`config.mk`:
```
export PLATFORM = sky130hd
export DESIGN_NAME = serial_adder
export DESIGN_NICKNAME = d
export VERILOG_FILES = /design/src/rtl/serial_adder_pkg.sv /design/src/rtl/serial_adder_fa_cell.sv /design/src/rtl/serial_adder.sv
export SDC_FILE = /design/constraint.sdc
export NUM_CORES = 1
export LEC_CHECK = 0
export ABC_CLOCK_PERIOD_IN_PS = 2900
export CELL_PAD_IN_SITES_DETAIL_PLACEMENT = 0
export CELL_PAD_IN_SITES_GLOBAL_PLACEMENT = 2
export CORE_ASPECT_RATIO = 0.9
export CORE_MARGIN = 2
export CORE_UTILIZATION = 32
export CTS_CLUSTER_SIZE = 14
export DETAILED_ROUTE_END_ITERATION = 10
export PLACE_DENSITY = 0.82
export SLEW_MARGIN = 20
export SYNTH_ARGS = -nofsm -noshare
export SYNTH_HDL_FRONTEND = slang
export SYNTH_SLANG_ARGS = --single-unit
```
`constraint.sdc`:
```
create_clock -name clk -period 2.9 [get_ports clk]
set_input_delay 0.725 -clock clk [delete_from_list [all_inputs] [get_ports clk]]
set_output_delay 0.725 -clock clk [all_outputs]
set_load 0.05 [all_outputs]
```
`src/rtl/serial_adder_pkg.sv`:
```
// Shared definitions for the bit-serial adder: FSM state encoding and default width.
package serial_adder_pkg;

   localparam int DEFAULT_WIDTH = 8;

   typedef enum logic [1:0] {
      IDLE  = 2'd0,
      SHIFT = 2'd1,
      DONE  = 2'd2
   } state_t;

endpackage

```
`src/rtl/serial_adder_fa_cell.sv`:
```
// Combinational full adder built from two half-add stages and an OR of the partial carries.
module fa_cell (
   input  logic x,
   input  logic y,
   input  logic ci,
   output logic s,
   output logic co
);

   logic h1_s, h1_c, h2_c;

   assign h1_s = x ^ y;
   assign h1_c = x & y;
   assign s    = h1_s ^ ci;
   assign h2_c = h1_s & ci;
   assign co   = h1_c | h2_c;

endmodule

```
`src/rtl/serial_adder.sv`:
```
// Bit-serial adder: LSB-first, one full add per cycle, WIDTH+1 cycles from start to done.
module serial_adder
   import serial_adder_pkg::*;
#(
   parameter int WIDTH = DEFAULT_WIDTH
) (
   input  logic             clk,
   input  logic             rst_n,
   input  logic             start,
   input  logic [WIDTH-1:0] a,
   input  logic [WIDTH-1:0] b,
   input  logic             cin,
   output logic             busy,
   output logic             done,
   output logic [WIDTH-1:0] sum,
   output logic             cout
);

   localparam int CNT_W = $clog2(WIDTH) + 1;

   state_t           state, state_nxt;
   logic [WIDTH-1:0] a_sr, b_sr;
   logic [WIDTH-2:0] acc;
   logic [WIDTH-1:0] acc_nxt;
   logic             carry;
   logic [CNT_W-1:0] cnt;
   logic             last;
   logic             fa_s, fa_co;

   fa_cell u_fa (
      .x  (a_sr[0]),
      .y  (b_sr[0]),
      .ci (carry),
      .s  (fa_s),
      .co (fa_co)
   );

   assign last    = (cnt == CNT_W'(WIDTH - 1));
   // New bit enters at the MSB; the partial result only reaches sum on the last edge
   assign acc_nxt = {fa_s, acc};

   always_ff @(posedge clk) begin
      if (!rst_n) state <= IDLE;
      else        state <= state_nxt;
   end

   always_comb begin
      state_nxt = state;
      case (state)
         IDLE:    if (start) state_nxt = SHIFT;
         SHIFT:   if (last)  state_nxt = DONE;
         DONE:    state_nxt = IDLE;
         default: state_nxt = IDLE;
      endcase
   end

   always_comb begin
      busy = 1'b0;
      done = 1'b0;
      case (state)
         SHIFT:   busy = 1'b1;
         DONE:    done = 1'b1;
         default: ;
      endcase
   end

   always_ff @(posedge clk) begin
      if (!rst_n) begin
         a_sr  <= '0;
         b_sr  <= '0;
         acc   <= '0;
         carry <= 1'b0;
         cnt   <= '0;
         sum   <= '0;
         cout  <= 1'b0;
      end else begin
         case (state)
            IDLE: begin
               if (start) begin
                  a_sr  <= a;
                  b_sr  <= b;
                  carry <= cin;
                  cnt   <= '0;
               end
            end
            SHIFT: begin
               a_sr  <= a_sr >> 1;
               b_sr  <= b_sr >> 1;
               acc   <= acc_nxt[WIDTH-1:1];
               carry <= fa_co;
               cnt   <= cnt + 1'b1;
               if (last) begin
                  sum  <= acc_nxt;
                  cout <= fa_co;
               end
            end
            default: ;
         endcase
      end
   end

endmodule

```
# Word-level counts from Yosys, hierarchy flattened
# Cells that the tools add are included.
# totals
regBits	39
in_bits	20
out_inout_bits	11
word_cells	37
# classes
n_addsub	1
n_eq_ne	5
mux	13
bitwise	5
reduce_logical	5
# ops
op	count
$pmux W8 S2	2
$mux W8	2
$pmux W4 S2	1
$reduce_and A2 Y1	3
$add A4 B1 Y4 const B	1
$eq A4 B3 Y1 const B	1
$mux W2	2
$mux W4	1
$ne A2 B2 Y1 const B	2
$pmux W2 S2	1
$mux W1	3
$and A1 B1 Y1	2
$eq A2 B1 Y1 const B	1
$eq A2 B2 Y1 const B	1
$logic_not A2 Y1	1
$pmux W1 S2	1
$reduce_bool A2 Y1	1
$xor A1 B1 Y1	2
$or A1 B1 Y1	1

# Logic depth before layout (Yosys ltp)
# logic_depth
depth_word	4
mapped_depth	7
mapped_depth_nobuf	4

# Cells and area by module
# A second synthesis with hierarchy kept.
# hier_totals
hier_cells	192
area_unflattened_um2	1654.1
# by_module_without_submodules
module	instances	cells_each	area_per_inst_um2	seq_area_each_um2
serial_adder	1	191	1634.1	780.7
fa_cell	1	1	20.0	0.0

# Least setup slack after synthesis
# No wires, ideal clock.
# synth_timing
path_kind	reg-to-output
start	register state[1]
end	output done
t_arrival_ns	1.386
required_time_ns	2.175
setup_slack_ns	0.789
path_stages_with_launch	5
cell_sequence	dfxtp_1 -> buf_6 -> inv_1 -> clkbuf_1 -> nor2_1
# synth_via
elab_chain_len	2
# synth_lines
item	line_no	source
start: declaration	serial_adder.sv:21	state_t state, state_nxt;
start signal: assignment	serial_adder.sv:44	else state <= state_nxt;
$eq A2 B2 Y1	serial_adder.sv:60	case (state)
$mux W1	serial_adder.sv:60	
end: declaration	serial_adder.sv:14	output logic done,
# Every way passes these cells.

# Worst setup path in the final report
# Ends and elaborated chain as after synthesis.

==> results.md <==
* 31 — number of I/O pins
* 33.5% — effective utilization at floorplan
* 2100 µm² — post-layout instance area
* 0 — count of instances resized after the clock tree is built
* 0 — Antenna diodes
* 3 — cell count along the critical path
* 1640 µm² — Cell Area, Synth
* flop to flop — classification of the worst-slack hold path
* clkbuf_8 — clock root buffer
* 94 — Detailed Route Iter0 Violations
* buffers and inverters — category of cells accounting for the largest share of critical-path delay
* 0 — total overflow reported by the global router
* done — capturing instance or port of the critical path
* 6.91% — fraction of layout cells with a size suffix above 1
* 4 — first-pass iteration count of the detailed router
* 5 — number of buffers inserted during clock tree synthesis
* 1.32 ns — reg2reg setup slack
* 0.391 GHz — FMAX
* 8.69 µm² — average cell area after synthesis
* 30 — PortBufs
* 238 — nets
* 0 — number of warnings reported in the yosys synthesis log
* finished, final reports clean — result of the run
* 1369 — number of global-route vias before repair
* 5.02 — via count normalized by instance count
* 39 — sinks on the clock net
* 88.2% — portion of the clock cycle consumed by the worst path in the final layout
* 79.5 µm — overall die width
* 3920 µm — sum of routed wire length over all layers
* 0.00818 ns — clock tree skew after final layout
* 0 — antenna viol nets, final
* yes — clock tree from TritonCTS
* 0.000725 µW — leakage component of the power
* 591 nW/µm² — PD cells
* flop to primary output — startpoint-to-endpoint class of the critical path
* 42.9% — post-route core utilization
* flop — CP startpoint kind
* 4 — number of cells traversed by the worst register-to-register path
* 2 — H-tree levels
* 2 — number of buffers and inverters on the critical path
* 2690 µm — DP HPWL
* 0 — antenna violations before repair
* state[1]$_SDFFE_PN0P_ — Setup crit start
* 1.83 ns — critical path arrival
* 0.000192 V — worst vdd ir
* sum[4]$_SDFFE_PN0P_ — capture instance of the worst register-to-register path
* 39 — post-synthesis sequential element count
* 0.520 ns — transition time of the tightest slew-check pin
* 32 — number of distinct library cells after synthesis
* state[0]$_SDFFE_PN0P_ — source of the worst register-to-register timing path
* 0.29 ns — clock latency on the worst-skew pair
* 6510 µm — wire length of the first global-routing pass
* 27.8% — Area Growth Syn to Fin
* 2.56 ns — fin crit period
* 71.9 µm — height of the die
* primary output — type of destination of the critical path
* 0.459 ns — worst hold slack across all endpoints
* 0 — total of max-cap violations
* 0 — number of setup violations in the final report
* 65.2% — max-slew headroom at the worst pin
* clkdlybuf4s50_1 — critical path's slowest cell
* 1970 µm² — post-placement cell area
* 0 — Final Hold Viols
* 24 — Row Count
* 0% — async set-reset flop share out of synthesis
* 0.81 ns — crit-path max cell delay
* 0.735 — gpl congestion
* 14.7% — aggregate global-route resource usage
* 5720 µm² — area enclosed by the die boundary
* 0 — number of enable-type register cells in the synthesized netlist
* 0 — buffers inserted by post-CTS timing repair
* 4890 µm² — core region area
* 7 — worst-path maximum fanout
* 189 — Gate Count Post-Synth
* 2.17 ns — critical path data required time
* dfxtp_1 — most used flip-flop cell after synthesis
* 24 — maximum number of pins on one net before global-route repair
* 47.6% — sequential-to-total area share from yosys stat
* 0 — final routed DRC violation total
* 13.9 µm — Wirelength per Cell
* 1417 — total number of vias
* 211 — post-synthesis net count
* 0 ns — aggregate negative setup slack
* inv_1 > nor2_1 > clkdlybuf4s50_1 — cell-by-cell trace of the critical path
* 0.08 ns — Clock Pin Slew Worst Setup and Hold Paths
* 481 — fill cell total of the finished layout
* 0 — post-cts hold buffer count
* false — RSZ-0062 raised after global routing
* 0 — pins over their slew limit
* 2 — maximum root-to-sink buffer count
## registers in the layout (all words and copies together), names as in the netlist
name,flops
cout,1
b_sr,8
sum,8
cnt,4
state,2
carry,1
acc,7
a_sr,8
## synthesized netlist by cell type, drive strengths merged, types with 2 or more instances
| cell | count | area, µm² |
|---|---|---|
| nand2b | 2 | 20.0 |
| a21oi | 22 | 110 |
| nand3b | 2 | 15.0 |
| o2bb2ai | 10 | 87.6 |
| nand3 | 2 | 10.0 |
| buf | 5 | 40.0 |
| a22oi | 3 | 22.5 |
| o22ai | 5 | 31.3 |
| clkbuf | 9 | 45.0 |
| o21ai | 15 | 75.1 |
| inv | 4 | 15.0 |
| dfxtp | 39 | 781 |
| mux2i | 9 | 90.1 |
| nor2 | 16 | 67.6 |
| a31oi | 2 | 12.5 |
| nand2 | 34 | 128 |
## stage by stage
step | setup slack [ns] | power, µW | std cells
6_report | 0.342 | 1240 | 282
5_1_grt | 0.284 | 1290 | 282
4_1_cts | 0.345 | 1250 | 282
3_5_place_dp | 0.681 | 716 | 274
3_3_place_gp | 0.699 | 712 | 274
2_1_floorplan | 0.789 | 667 | 189
## layout by cell type, fill, tap and decap left out, types with 2 or more instances in the layout
cell type / instances
dfxtp_1: 39
nand2_1: 34
clkdlybuf4s50_1: 29
a21oi_1: 22
nor2_1: 15
o21ai_0: 15
o2bb2ai_1: 10
mux2i_1: 9
o22ai_1: 5
clkbuf_8: 5
buf_4: 5
inv_1: 4
a22oi_1: 3
nand3b_1: 2
a31oi_1: 2
nand3_1: 2
bufinv_16: 2
## final cells by class
type | count | area (µm²) | share of cell area (%)
sequential | 39 | 781 | 37.2
multi-input combinational | 132 | 761 | 36.3
timing repair buffer | 34 | 328 | 15.6
tap | 65 | 81.3 | 3.88
clock buffer | 6 | 72.6 | 3.46
clock inverter | 2 | 60.1 | 2.86
inverter | 4 | 15.0 | 0.716
## power breakdown
group / leakage, µW / internal (µW) / switching, µW
registers: 0.000319 / 560 / 15.7
clock network: 0.0000654 / 344 / 192
logic: 0.000340 / 58.2 / 69.7
## how the worst min path moves through the flow
stage / startpoint / endpoint / slack, ns / cells after the start
after floorplan: acc[0]$_SDFFE_PN0P_ / acc[0]$_SDFFE_PN0P_ / 0.44 / 2
after global placement: sum[3]$_SDFFE_PN0P_ / sum[3]$_SDFFE_PN0P_ / 0.44 / 2
after detailed placement: sum[2]$_SDFFE_PN0P_ / sum[2]$_SDFFE_PN0P_ / 0.45 / 2
after CTS: sum[2]$_SDFFE_PN0P_ / sum[2]$_SDFFE_PN0P_ / 0.46 / 2
after global routing: cout$_SDFFE_PN0P_ / cout$_SDFFE_PN0P_ / 0.47 / 2
final: sum[2]$_SDFFE_PN0P_ / sum[2]$_SDFFE_PN0P_ / 0.46 / 2
## kinds of logic (layout without fill, tap and decap cells)
| kind of cell | after synthesis | count (layout) | synth area share [%] |
|---|---|---|---|
| flip-flops | 39 | 39 | 47.6 |
| buffers and inverters | 18 | 46 | 6.10 |
| AO/OA/AOI/OAI | 60 | 60 | 22.2 |
| multiplexers | 9 | 9 | 5.49 |
| AND/OR/NAND/NOR | 61 | 61 | 16.7 |
| adder cells (fa/ha/maj) | 2 | 2 | 1.98 |
## tightest hold or removal path: stages (launching register included)
cell and delay, ns:
dfxtp_1 0.31, nand2_1 0.05, mux2i_1 0.05
## metal layers
metal / vias to the layer above / share of wire, % / wire length (µm) / track usage, %
met1: 659 / 48 / 1870 / 19.0
met3: 7 / 5.4 / 210 / 3.86
met5: - / 0 / 0 / 0
met2: 39 / 46 / 1780 / 22.9
met4: 0 / 1.3 / 51 / 7.28
li1: 712 / - / - / -
(Power assumes the default switching activity.)
==> edit 1, RTL diff (same flow settings) <==
Register the output `done`, with the module's reset; this adds one clock of latency there. The other outputs are not delayed to match. Comments in the files are not updated.
--- a/src/rtl/serial_adder.sv
+++ b/src/rtl/serial_adder.sv
@@ -17,6 +17,8 @@
 );
 
    localparam int CNT_W = $clog2(WIDTH) + 1;
+
+   logic done_d;
 
    state_t           state, state_nxt;
    logic [WIDTH-1:0] a_sr, b_sr;
@@ -56,10 +58,10 @@
 
    always_comb begin
       busy = 1'b0;
-      done = 1'b0;
+      done_d = 1'b0;
       case (state)
          SHIFT:   busy = 1'b1;
-         DONE:    done = 1'b1;
+         DONE:    done_d = 1'b1;
          default: ;
       endcase
    end
@@ -99,5 +101,13 @@
       end
    end
 
+   always_ff @(posedge clk) begin
+      if (!rst_n) begin
+         done <= '0;
+      end else begin
+         done <= done_d;
+      end
+   end
+
 endmodule
 
Check against the original RTL: not equivalent (Yosys sat finds a counterexample within 10 cycles, from zero or initial values and one cycle with rst_n low).
==> edit 1 against the original RTL <==
Fmax increased by 19%. First-iteration DRC count decreased by 9.6%. Worst setup slack improved by 410 ps. Utilization decreased by 0.29 points. Routed wire length decreased by 8.0%. Sequential power increased by 4.9%. Power decreased by 8.9%. Register-to-register slack got worse by 70 ps. Area after synthesis increased by 0.76%. Sequential cell count increased by 1. Clock power decreased by 30%. Hold slack got worse by 3.1 ps. Cell area about the same. Critical path type unchanged.
==> edit 1: results (changes against the original RTL) <==
stage	metric	value	unit	change
grt	first-pass GRT wire length	6350	um	-2.4%
detailed_routing	Iter 0 DRT Violations	85		-9.6%
sta	setup_tns	0	ps	unchanged
setup_path	crit-path leading delay family	buffers and inverters		
detailed_routing	wire length on met1	1860	um	-0.59%
synth	sequential share of the synthesized area	48.4	%	+0.85 points
final_layout	number of fill cells	527		+9.6%
placed_design	Post-Place Cell Area	2010	sq um	+2.1%
pwr	peak supply drop	227	uV	+18%
cts	clk buf depth	2		unchanged
final_layout	register area	801	sq um	+2.6%
min_path	Min-Delay Path Class	reg -> reg		
detailed_routing	final WL	3610	um	-8.0%
synth	post-synthesis adder-cell area fraction	1.97	%	-0.015 points
final_layout	Finished Layout Cells	276		-2.1%
final_layout	Post-layout nets	232		-2.5%
cts	CTS HTree Levels	2		unchanged
setup_path	crit path max fanout	2		-5
placed_design	post-detail-place hpwl	2570	um	-4.5%
synth	post-synthesis xor/xnor area fraction	0	%	unchanged
sta	Setup Skew	2.71	ps	-5.47 ps
synth	Synth top cells by count	40 x dfxtp_1, 35 x nand2_1, 12 x a21oi_1, 12 x o21ai_0, 9 x mux2i_1		
grt	initial antenna violation count	0		unchanged
grt	largest net degree at the start of global routing	28		+17%
placed_design	Setup WS pre-CTS	487	ps	-194 ps
final_layout	layout cells sized above 1	7.58	%	+0.67 points
sta	Slew @ Worst Pin	509	ps	-11.9 ps
synth	Synth cell types	34		+6.3%
detailed_routing	Vias	1343		-5.2%
detailed_routing	drt first pass iters	4		unchanged
synth	post-synthesis compound-gate area fraction	22.5	%	+0.36 points
synth	post-synthesis mux area share	5.45	%	-0.042 points
outcome	status	completed		
detailed_routing	met2 wire len	1590	um	-11%
detailed_routing	met3 wire length	118	um	-44%
cts	Setup Fix Bufs, Post-CTS	0		unchanged
pwr	Leak	0.758	nW	+4.6%
synth	syn_nets	204		-3.3%
placed_design	RD Place Congestion	0.767		+4.3%
placed_design	Cells after DPL	268		-2.2%
synth	commonest register cell after synthesis	dfxtp_1		
placed_design	# port buffers	30		unchanged
synth	Synth area leaders	dfxtp_1 48%, nand2_1 7.9%, mux2i_1 5.4%, o2bb2ai_1 3.7%, a21oi_1 3.6%		
grt	Tot GR Track Use	14.2	%	-0.46 points
synth	yosys warns	0		unchanged
final_layout	# diodes	0		unchanged
detailed_routing	highest metal used	met4		
synth	Avg Cell Area, Syn	9.09	sq um	+4.6%
grt	vias in the first global route	1359		-0.73%
setup_path	CP max stage cell	clkdlybuf4s50_1		
[edit 1: changes by cell type after synthesis, sizes merged, moves of 3 or more]
| cell | before | now |
|---|---|---|
| a221o | 0 | 3 |
| a21oi | 22 | 12 |
| a22oi | 3 | 0 |
| and3 | 1 | 5 |
| o2bb2ai | 10 | 7 |
| nor2b | 0 | 3 |
| a21boi | 0 | 7 |
| nor2 | 16 | 7 |
| o21ai | 15 | 12 |
[edit 1: area by class of cell]
type | instances | area share (%)
Multi-Input combinational cell | 125 | 36.5
Inverter | 3 | 0.537
Clock buffer | 8 | 4.30
Timing Repair Buffer | 35 | 16.6
Sequential cell | 40 | 38.2
Tap cell | 65 | 3.88
[edit 1: tightest hold or removal path, cell delays in order, from the launching register on]
cell     delay [ps]
dfxtp_1         310
nand2_1          50
mux2i_1          50
[edit 1: path summary, 6_finish.rpt]
path | from | to | slack (ps) | depth (start not counted)
hold reg to reg | sum[2] | sum[2] | 460 | 2
setup reg to reg | state[0] | b_sr[2] | 1250 | 3
hold / removal | sum[2] | sum[2] | 460 | 2
setup / recovery | sum[6] | sum[6] | 750 | 1
[edit 1: metal layers]
metal	track usage [%]	vias to the layer above
met2	21.0	24
met4	3.39	0
li1	-	690
met5	0	-
met3	5.22	4
met1	20.0	625
[edit 1: cells by family after synthesis]
family                     Yosys count
muxes                                9
and+or+nand+nor                     59
AOI/OAI and AO/OA                   55
adders and majority gates            2
buffers and inverters               17
DFF                                 40
[edit 1: where the power goes]
part | internal [mW] | switching [mW]
clock | 0.194 | 0.179
combinational | 0.0736 | 0.0792
sequential | 0.580 | 0.0240
total | 0.848 | 0.282
==> edit 2, RTL diff (same settings) <==
Without the edit above. `DEFAULT_WIDTH`: 8 -> 16.
--- a/src/rtl/serial_adder_pkg.sv
+++ b/src/rtl/serial_adder_pkg.sv
@@ -1,7 +1,7 @@
 // Shared definitions for the bit-serial adder: FSM state encoding and default width.
 package serial_adder_pkg;
 
-   localparam int DEFAULT_WIDTH = 8;
+   localparam int DEFAULT_WIDTH = 16;
 
    typedef enum logic [1:0] {
       IDLE  = 2'd0,
Ports: changed (resized a, b and sum); port bits go from 31 to 55. No check against the original RTL was run, so the function may have changed too.
==> edit 2 against the original RTL <==
Sequential cell count increased by 33. Synthesized cell count rose by 88%. Routed wire length grew 77%. Worst setup slack improved by 310 ps. Non-clock buffer count rose by 26. Hold slack got worse by 5.0 ps. Cell area increased by 80%. Area after synthesis is 77% higher. Power up 90%.
==> edit 2: results (changes against the original RTL) <==
stage	metric	value	unit	change
placed_design	RD Place Congestion	0.712		-3.2%
placed_design	Post-Place Cell Area	3510	sq um	+79%
sta	Setup Skew	10.7	ps	+2.56 ps
final_layout	Post-layout nets	436		+83%
final_layout	number of fill cells	905		+88%
sta	FMAX	445	MHz	+14%
synth	Synth cell types	31		-3.1%
final_layout	Finished Layout Cells	521		+85%
placed_design	Cells after DPL	505		+84%
synth	Avg Cell Area, Syn	8.19	sq um	-5.7%
placed_design	# port buffers	54		+80%
setup_path	Reg2Reg Setup Slack	1000	ps	-320 ps
synth	Synth top cells by count	72 x dfxtp_1, 66 x nand2_1, 63 x a21oi_1		
final_layout	register area	1440	sq um	+85%
detailed_routing	drt first pass iters	6		+2
placed_design	post-detail-place hpwl	4300	um	+60%
final_layout	Largest regs	a_sr x16, b_sr x16, sum x16		
grt	largest net degree at the start of global routing	41		+71%
synth	syn_nets	394		+87%
pwr	peak supply drop	231	uV	+20%
setup_path	CP required	2170	ps	about the same
synth	Synth area leaders	dfxtp_1 50%, a21oi_1 11%, nand2_1 8.5%, o2bb2ai_1 7.8%, o21ai_0 5.5%		
grt	vias in the first global route	2354		+72%
outcome	status	completed		
placed_design	Setup WS pre-CTS	708	ps	+27.0 ps
cts	CTS HTree Levels	3		+1
cts	Num CTS Buffers	9		+4
synth	sequential share of the synthesized area	49.6	%	+2.0 points
detailed_routing	WL/cell	13.3	um	-4.2%
grt	initial antenna violation count	0		unchanged
grt	first-pass GRT wire length	11500	um	+77%
detailed_routing	Vias	2520		+78%
final_layout	layout cells sized above 1	6.72	%	-0.20 points
setup_path	crit path max fanout	19		+12
sta	worst rel slew slack	36.0	%	-29 points
sta	Worst Hold Slack	454	ps	-5.04 ps
cts	Clock Latency Late Sink	340	ps	+50 ps
detailed_routing	Iter 0 DRT Violations	88		-6.4%
-- edit 2: cell type report --
type,instances,area share (%)
sequential,72,38.2
multi-input combinational,249,34.6
timing repair buffer,60,15.7
tap,119,3.94
clock buffer,10,3.64
clock inverter,6,3.44
inverter,5,0.497
-- edit 2: report_power, final --
part           switching, mW  internal [mW]  leakage [nW]
registers             0.0270           1.04         0.589
logic                  0.130          0.111         0.594
clock network          0.374          0.679         0.136
-- edit 2: routing by layer --
| layer | vias to the layer above | global-route usage [%] | wire length (um) |
|---|---|---|---|
| li1 | 1307 | - | - |
| met1 | 1159 | 19.5 | 3530 |
| met2 | 47 | 22.3 | 3070 |
| met3 | 7 | 5.24 | 269 |
| met4 | 0 | 4.39 | 66 |
| met5 | - | 0 | 0 |
-- edit 2: logic make-up after synthesis --
group / Yosys count / synth area share, %
compound gates: 135 / 27.6
fa+ha+maj: 3 / 1.55
buf+inv: 34 / 5.46
simple gates: 111 / 15.8
flops: 72 / 49.6
-- edit 2: path summary, 6_finish.rpt --
path | startpoint | to | cells past startpoint
worst min-delay path | sum[4] | sum[4] | 2
worst max-delay path | state[1] | busy | 3
worst min register to register | sum[4] | sum[4] | 2
worst max register to register | cnt[0] | sum[10] | 6
-- edit 2: worst max-delay path: stages, from the launching register on --
cell and delay, ps:
dfxtp_1 460, nand2b_4 310, inv_2 210, buf_12 210
